$ cat config.mk
export PLATFORM = sky130hd
export DESIGN_NAME = fetch_queue
export DESIGN_NICKNAME = d
export VERILOG_FILES = /design/src/rtl/fetch_queue.sv
export SDC_FILE = /design/constraint.sdc
export NUM_CORES = 1
export LEC_CHECK = 0
export BUFFER_PORTS_ARGS = -buffer_cell sky130_fd_sc_hd__buf_2
export CORE_ASPECT_RATIO = 0.75
export CORE_UTILIZATION = 51
export DETAILED_ROUTE_END_ITERATION = 6
export GPL_TIMING_DRIVEN = 0
export PLACE_DENSITY = 0.84
export SETUP_SLACK_MARGIN = 0.02
export SYNTH_ARGS = -nofsm -noshare
export SYNTH_HDL_FRONTEND = slang
export SYNTH_SLANG_ARGS = --single-unit
$ cat constraint.sdc
create_clock -name clk -period 2.99 [get_ports clk]
set_input_delay 0.299 -clock clk [delete_from_list [all_inputs] [get_ports clk]]
set_output_delay 0.299 -clock clk [all_outputs]
set_load 0.1 [all_outputs]
$ cat src/rtl/fetch_queue.sv
`default_nettype none
// ============================================================================
// Module   : fetch_queue
// Brief    : Circular {pc, instr} FIFO between fetch and decode with flush.
// Revision : 1.0 - initial release
// ============================================================================
module fetch_queue #(
    parameter int          DEPTH     = 4,
    parameter logic [31:0] NOP_INSTR = 32'h0000_0013
) (
    input  logic                      clk,
    input  logic                      rst,
    input  logic                      in_valid,
    input  logic [31:0]               pc_in,
    input  logic [31:0]               instr_in,
    output logic                      in_ready,
    output logic                      stall_pc,
    input  logic                      flush,
    input  logic                      out_ready,
    output logic                      out_valid,
    output logic [31:0]               pc_out,
    output logic [31:0]               instr_out,
    output logic [$clog2(DEPTH):0]    count
);

    localparam int                  c_ptr_w = $clog2(DEPTH);
    localparam int                  c_cnt_w = c_ptr_w + 1;
    localparam logic [c_cnt_w-1:0]  c_full  = c_cnt_w'(DEPTH);
    localparam logic [c_cnt_w-1:0]  c_empty = '0;

    logic [31:0]         r_pc_mem    [DEPTH];
    logic [31:0]         r_instr_mem [DEPTH];
    logic [c_ptr_w-1:0]  r_wr_ptr;
    logic [c_ptr_w-1:0]  r_rd_ptr;
    logic [c_cnt_w-1:0]  r_count;

    logic                w_push;
    logic                w_pop;

    // A full queue never accepts, even if the head leaves this same cycle.
    assign in_ready  = (r_count != c_full);
    assign stall_pc  = ~in_ready;
    assign out_valid = (r_count != c_empty) && !flush;
    assign count     = r_count;

    assign w_push = in_valid && in_ready && !flush;
    assign w_pop  = out_valid && out_ready;

    assign pc_out    = out_valid ? r_pc_mem[r_rd_ptr]    : 32'h0;
    assign instr_out = out_valid ? r_instr_mem[r_rd_ptr] : NOP_INSTR;

    // Storage is deliberately not reset; occupancy alone defines validity.
    always_ff @(posedge clk) begin
        if (w_push) begin
            r_pc_mem[r_wr_ptr]    <= pc_in;
            r_instr_mem[r_wr_ptr] <= instr_in;
        end
    end

    always_ff @(posedge clk) begin
        if (rst || flush) begin
            r_wr_ptr <= '0;
            r_rd_ptr <= '0;
            r_count  <= '0;
        end else begin
            if (w_push) begin
                r_wr_ptr <= r_wr_ptr + c_ptr_w'(1);
            end
            if (w_pop) begin
                r_rd_ptr <= r_rd_ptr + c_ptr_w'(1);
            end
            case ({w_push, w_pop})
                2'b10:   r_count <= r_count + c_cnt_w'(1);
                2'b01:   r_count <= r_count - c_cnt_w'(1);
                default: r_count <= r_count;
            endcase
        end
    end

endmodule
`default_nettype wire

---- Yosys cells after proc, flatten, opt, wreduce, memory -nomap -nowiden ----
Memories as Yosys holds them, arrays and structs flattened. A register that Yosys moved wholly into a read port is not among the register bits.
Cells that the tools add are included.
storage, ports and cells
  memories kept ........................... 2
  register bits ........................... 7
  output and inout bits ................... 70
  bits of input ports ..................... 69
  memory bits (writable) .................. 256
cells by class
  add/sub/neg operators ................... 4
  multiplexer cells ....................... 9
  bitwise operators ....................... 1
  equality and inequality tests ........... 3
  reductions and logical operators ........ 8
memories
  name         depth  bits a word  read ports  clocked after memory_dff  wr ports  RTL line  text
  r_instr_mem  4      32           1           1                         1         32        logic [31:0] r_instr_mem [DEPTH];
  r_pc_mem     4      32           1           1                         1         31        logic [31:0] r_pc_mem [DEPTH];
operators by type and width
  cell                 count
  $mux 32              2
  $mux 2               4
  $pmux 3 s2           1
  $add 2x1->2 const B  2
  $logic_and 1x1->1    4
  $add 3x1->3 const B  1
  $ne 3x3->1 const B   1
  $reduce_bool 3->1    1
  $sub 3x1->3 const B  1
  $eq 2x1->1 const B   1
  $eq 2x2->1 const B   1
  $mux 1               2
  $reduce_bool 2->1    1
  $logic_not 1->1      1
  $logic_or 1x1->1     1
  $not 1->1            1

---- Longest topological paths before layout ----
  depth after elaboration ................. 5
  mapped depth ............................ 10
  mapped depth without buffers ............ 10

---- Worst setup path after synthesis ----
OpenSTA, ideal clock, no wires.
  kind .................................... flip-flop to flip-flop
  from .................................... reg r_count[0] (netlist: count[0])
  to ...................................... mem r_instr_mem[0][0], enable pin
  setup time .............................. 0.429 ns
  data arrival time ....................... 4.608 ns
  cell stages (with the launch flop) ...... 5
  data required time ...................... 2.561 ns
  slack ................................... -2.047 ns
  period minus slack after synthesis ...... 5.037 ns
  path through ............................ dfxtp_1 or3b_1 inv_1 nor3_1 and2_1
on the way
  word-level cells in the longest chain between the ends .. 5
ends and longest elaborated chain
  element                          RTL line  text
  from (decl)                      35        logic [c_cnt_w-1:0] r_count;
  from (signal assigned)           73        2'b10: r_count <= r_count + c_cnt_w'(1);
  from (signal assigned)           74        2'b01: r_count <= r_count - c_cnt_w'(1);
  from (signal assigned)           75        default: r_count <= r_count;
  $ne 3x3->1                       41        assign in_ready = (r_count != c_full);
  named net in_ready               16        output logic in_ready,
  $logic_and 1x1->1 (2 in series)  46        assign w_push = in_valid && in_ready && !flush;
  $mux 1                           54        if (w_push) begin
  $mux 1 (implied by the code)     56        r_instr_mem[r_wr_ptr] <= instr_in;
  to (decl)                        32
The timed path passes the listed nets, and every way through them passes these cells.

---- Worst setup path after layout ----
  from .................................... reg r_count[0] (netlist: count[0])
  to ...................................... out pc_out[4]
on the way
  word-level cells in the longest chain between the ends .. 3
ends and longest elaborated chain
  element            RTL line  text
  $reduce_bool 3->1  43        assign out_valid = (r_count != c_empty) && !flush;
  $logic_and 1x1->1  43
  $mux 32            49        assign pc_out = out_valid ? r_pc_mem[r_rd_ptr] : 32'h0;
  to (decl)          21        output logic [31:0] pc_out,
Every way passes these cells.

==> results.sh <==
export IMPL_final_hold_viol_count=0
export IMPL_finalPower_mw=7.681
export IMPL_start_kind="flip-flop"
export IMPL_synth_nets=537
export IMPL_postSynthAreaPerCell_sq_um=21.99
export IMPL_multi_input_area_sq_um=2145
export IMPL_endpoint_kind="output pin"
export IMPL_netlist_instances=462
export IMPL_h_tree_depth=1
export IMPL_nNetsFinal=751
export IMPL_hold_path_class="primary input to flip-flop"
export IMPL_die_w_microns=165.0
export IMPL_syn2layout_area_growth_pct=23.09
export IMPL_setup_slack_ns=0.2322
export IMPL_power_density_nw_per_um2=614.3
export IMPL_netlist_top_cells_area="edfxtp_1 (76%), mux4_2 (14%), and2_1 (4.0%), dfxtp_1 (1.8%), buf_6 (0.78%)"
export IMPL_avgViaCountPerCell=5.449
export IMPL_cp_max_fo=10
export IMPL_port_buffers=138
export IMPL_clockRootBuffer="clkbuf_16"
export IMPL_reg2reg_from="count[0]"
export IMPL_drive_above_1_share_pct=38.10
export IMPL_firstDrtPassIters=6
export IMPL_yosysWarnings=0
export IMPL_num_rows=44
export IMPL_rsz0062_at_grt="false"
export IMPL_synth_seq_cells=265
export IMPL_slew_limit_headroom_pct=33.18
export IMPL_numCtsBuffers=25
export IMPL_fill_cells=1308
export IMPL_synth_cell_types=24
export IMPL_cts_tree="yes"
export IMPL_yosysSeqAreaShare_pct=77.45
export IMPL_path_clk_slew_ns=0.06
export IMPL_final_cell_mix="edfxtp_1 (256), buf_2 (144), mux4_2 (64), and2_1 (61), dlygate4sd3_1 (49)"
export IMPL_initial_utilization_pct=52.27
export IMPL_yosys_area_top_type="edfxtp_1"
export IMPL_syn_area_sq_um=10160
export IMPL_clockBufferDepth=3
export IMPL_min_period_ns=2.758
export IMPL_gr_total_overflow=0
export IMPL_fin_skew_ns=0.01219
export IMPL_ant_nets=0
export IMPL_layout_commonest_cell="edfxtp_1"
export IMPL_maxCapViolCount=0
export IMPL_drt_iter0_markers=397
export IMPL_cp_arrival_ns=2.46
export IMPL_min_period_over_period_pct=92.23
export IMPL_synth_top_area_share_pct=75.67
export IMPL_drt_total_wl_microns=18680
export IMPL_vias=5155
export IMPL_grt_max_degree=65
export IMPL_antenna_cells=0
export IMPL_cp_data_required_time_ns=2.69
export IMPL_drc=0
export IMPL_setup_violations=0
export IMPL_core_area_sq_um=19430
export IMPL_post_place_ws_ns=0.6307
export IMPL_timing_worst_setup_path_type="flip-flop to output pin"
export IMPL_dp_hpwl_microns=11250
export IMPL_final_seq_area_sq_um=7879
export IMPL_fmax_mhz=362.6
export IMPL_cts_sinks=265
export IMPL_grt_pass1_vias=5436
export IMPL_die_h_microns=124.2
export IMPL_globalplace_congestion=0.7813
export IMPL_ios=139
export IMPL_peakVddDrop_uv=497.1
export IMPL_grt_pass1_wl_microns=28770
export IMPL_antenna_found_initial=0
export IMPL_status="finished, final reports clean"
export IMPL_dieArea_sq_um=20490
export IMPL_final_setup_tns_ns=0
export IMPL_hold_path_startpoint="pc_in[26]"
export IMPL_p_leak_nw=4.354
export IMPL_grtUsageTotal_pct=18.50
export IMPL_final_max_slew_viol_count=0
export IMPL_cp_startpoint="count[0]"
export IMPL_tightest_slew_ns=1.002
export IMPL_worstSkewPairLatency_ns=0.51
export IMPL_wl_per_cell_microns=19.74
## power by group
part	internal, mW	leakage (nW)	switching, mW
clock	1.88	0.395	1.26
sequential	4.13	2.40	0.0144
combinational	0.144	1.56	0.257
total	6.15	4.35	1.53
## flip-flops by register name, indices dropped and copies added, names as in the netlist, named ones only
name and count:
r_rd_ptr 2, count 3, r_instr_mem 128, r_wr_ptr 2
r_pc_mem 128
## critical path, cell delays in order (launching register included)
cell	delay, ns
dfxtp_4	0.37
nor3_2	0.08
nor2_2	0.38
clkbuf_1	0.43
and2_1	0.24
buf_2	0.44
## synthesized netlist by cell type, drive strengths merged
cell and n:
a21oi 7, nor3 2, clkbuf 8, inv 8, mux4 64, buf 13
or3 6, ha 5, xor2 2, nand2b 1, fa 1, or3b 1
and2 65, dfxtp 9, or2 1, edfxtp 256, nand3b 1, nand3 2
o21ai 5, nor2 5
## layer usage
| layer | global-route usage (%) | vias to the layer above | share of wire (%) |
|---|---|---|---|
| met3 | 3.610 | 45 | 6.9 |
| met5 | 0 | - | 0 |
| li1 | - | 2299 | - |
| met4 | 5.666 | 0 | 2.8 |
| met2 | 30.18 | 201 | 48 |
| met1 | 25.29 | 2610 | 42 |
## through the flow
step	hold WS (ns)	util, %	area, sq um	cells
final	0.01567	64.34	12500	946
after CTS	0.00006051	64.34	12500	946
after floorplan	0.3979	-	10200	462
after detailed placement	0.5073	57.66	11210	853
after global routing	0.005201	64.34	12500	946
after global placement	0.4711	57.66	11210	853
## logic make-up after synthesis
family,after synthesis,synth area share [%]
flip-flops,265,77.45
AND/OR/NAND/NOR,84,5.112
multiplexers,64,14.19
buffers and inverters,29,1.675
AO/OA/AOI/OAI,12,0.5911
adder cells (fa/ha/maj),6,0.8129
XOR/XNOR,2,0.1725
## final timing paths
path	endpoint	slack (ns)	cells after the start
hold reg to reg	flip-flop	0.50	2
hold / removal	r_pc_mem[2][26]	0.02	1
setup reg to reg	count[2]	0.62	10
setup / recovery	pc_out[4]	0.23	5
## what timing repair did
action | 4_1_cts | 5_1_grt
setup endpoints to repair | 0 | 1
hold endpoints to repair | 192 | 0
buffers inserted | 0 | 0
gates resized for setup | 0 | 2
hold buffers | 49 | 0
## area by class of cell
class | instances | share of cell area (%)
plain buffers | 21 | 1.141
multi-input cells | 168 | 17.15
repair buffers | 187 | 9.446
inverters | 8 | 0.2702
clock buffers | 32 | 5.213
clock inverters | 12 | 1.241
flip-flops and latches | 265 | 63.01
well taps | 253 | 2.532
No activity file was read; power rests on OpenSTA's default activity.
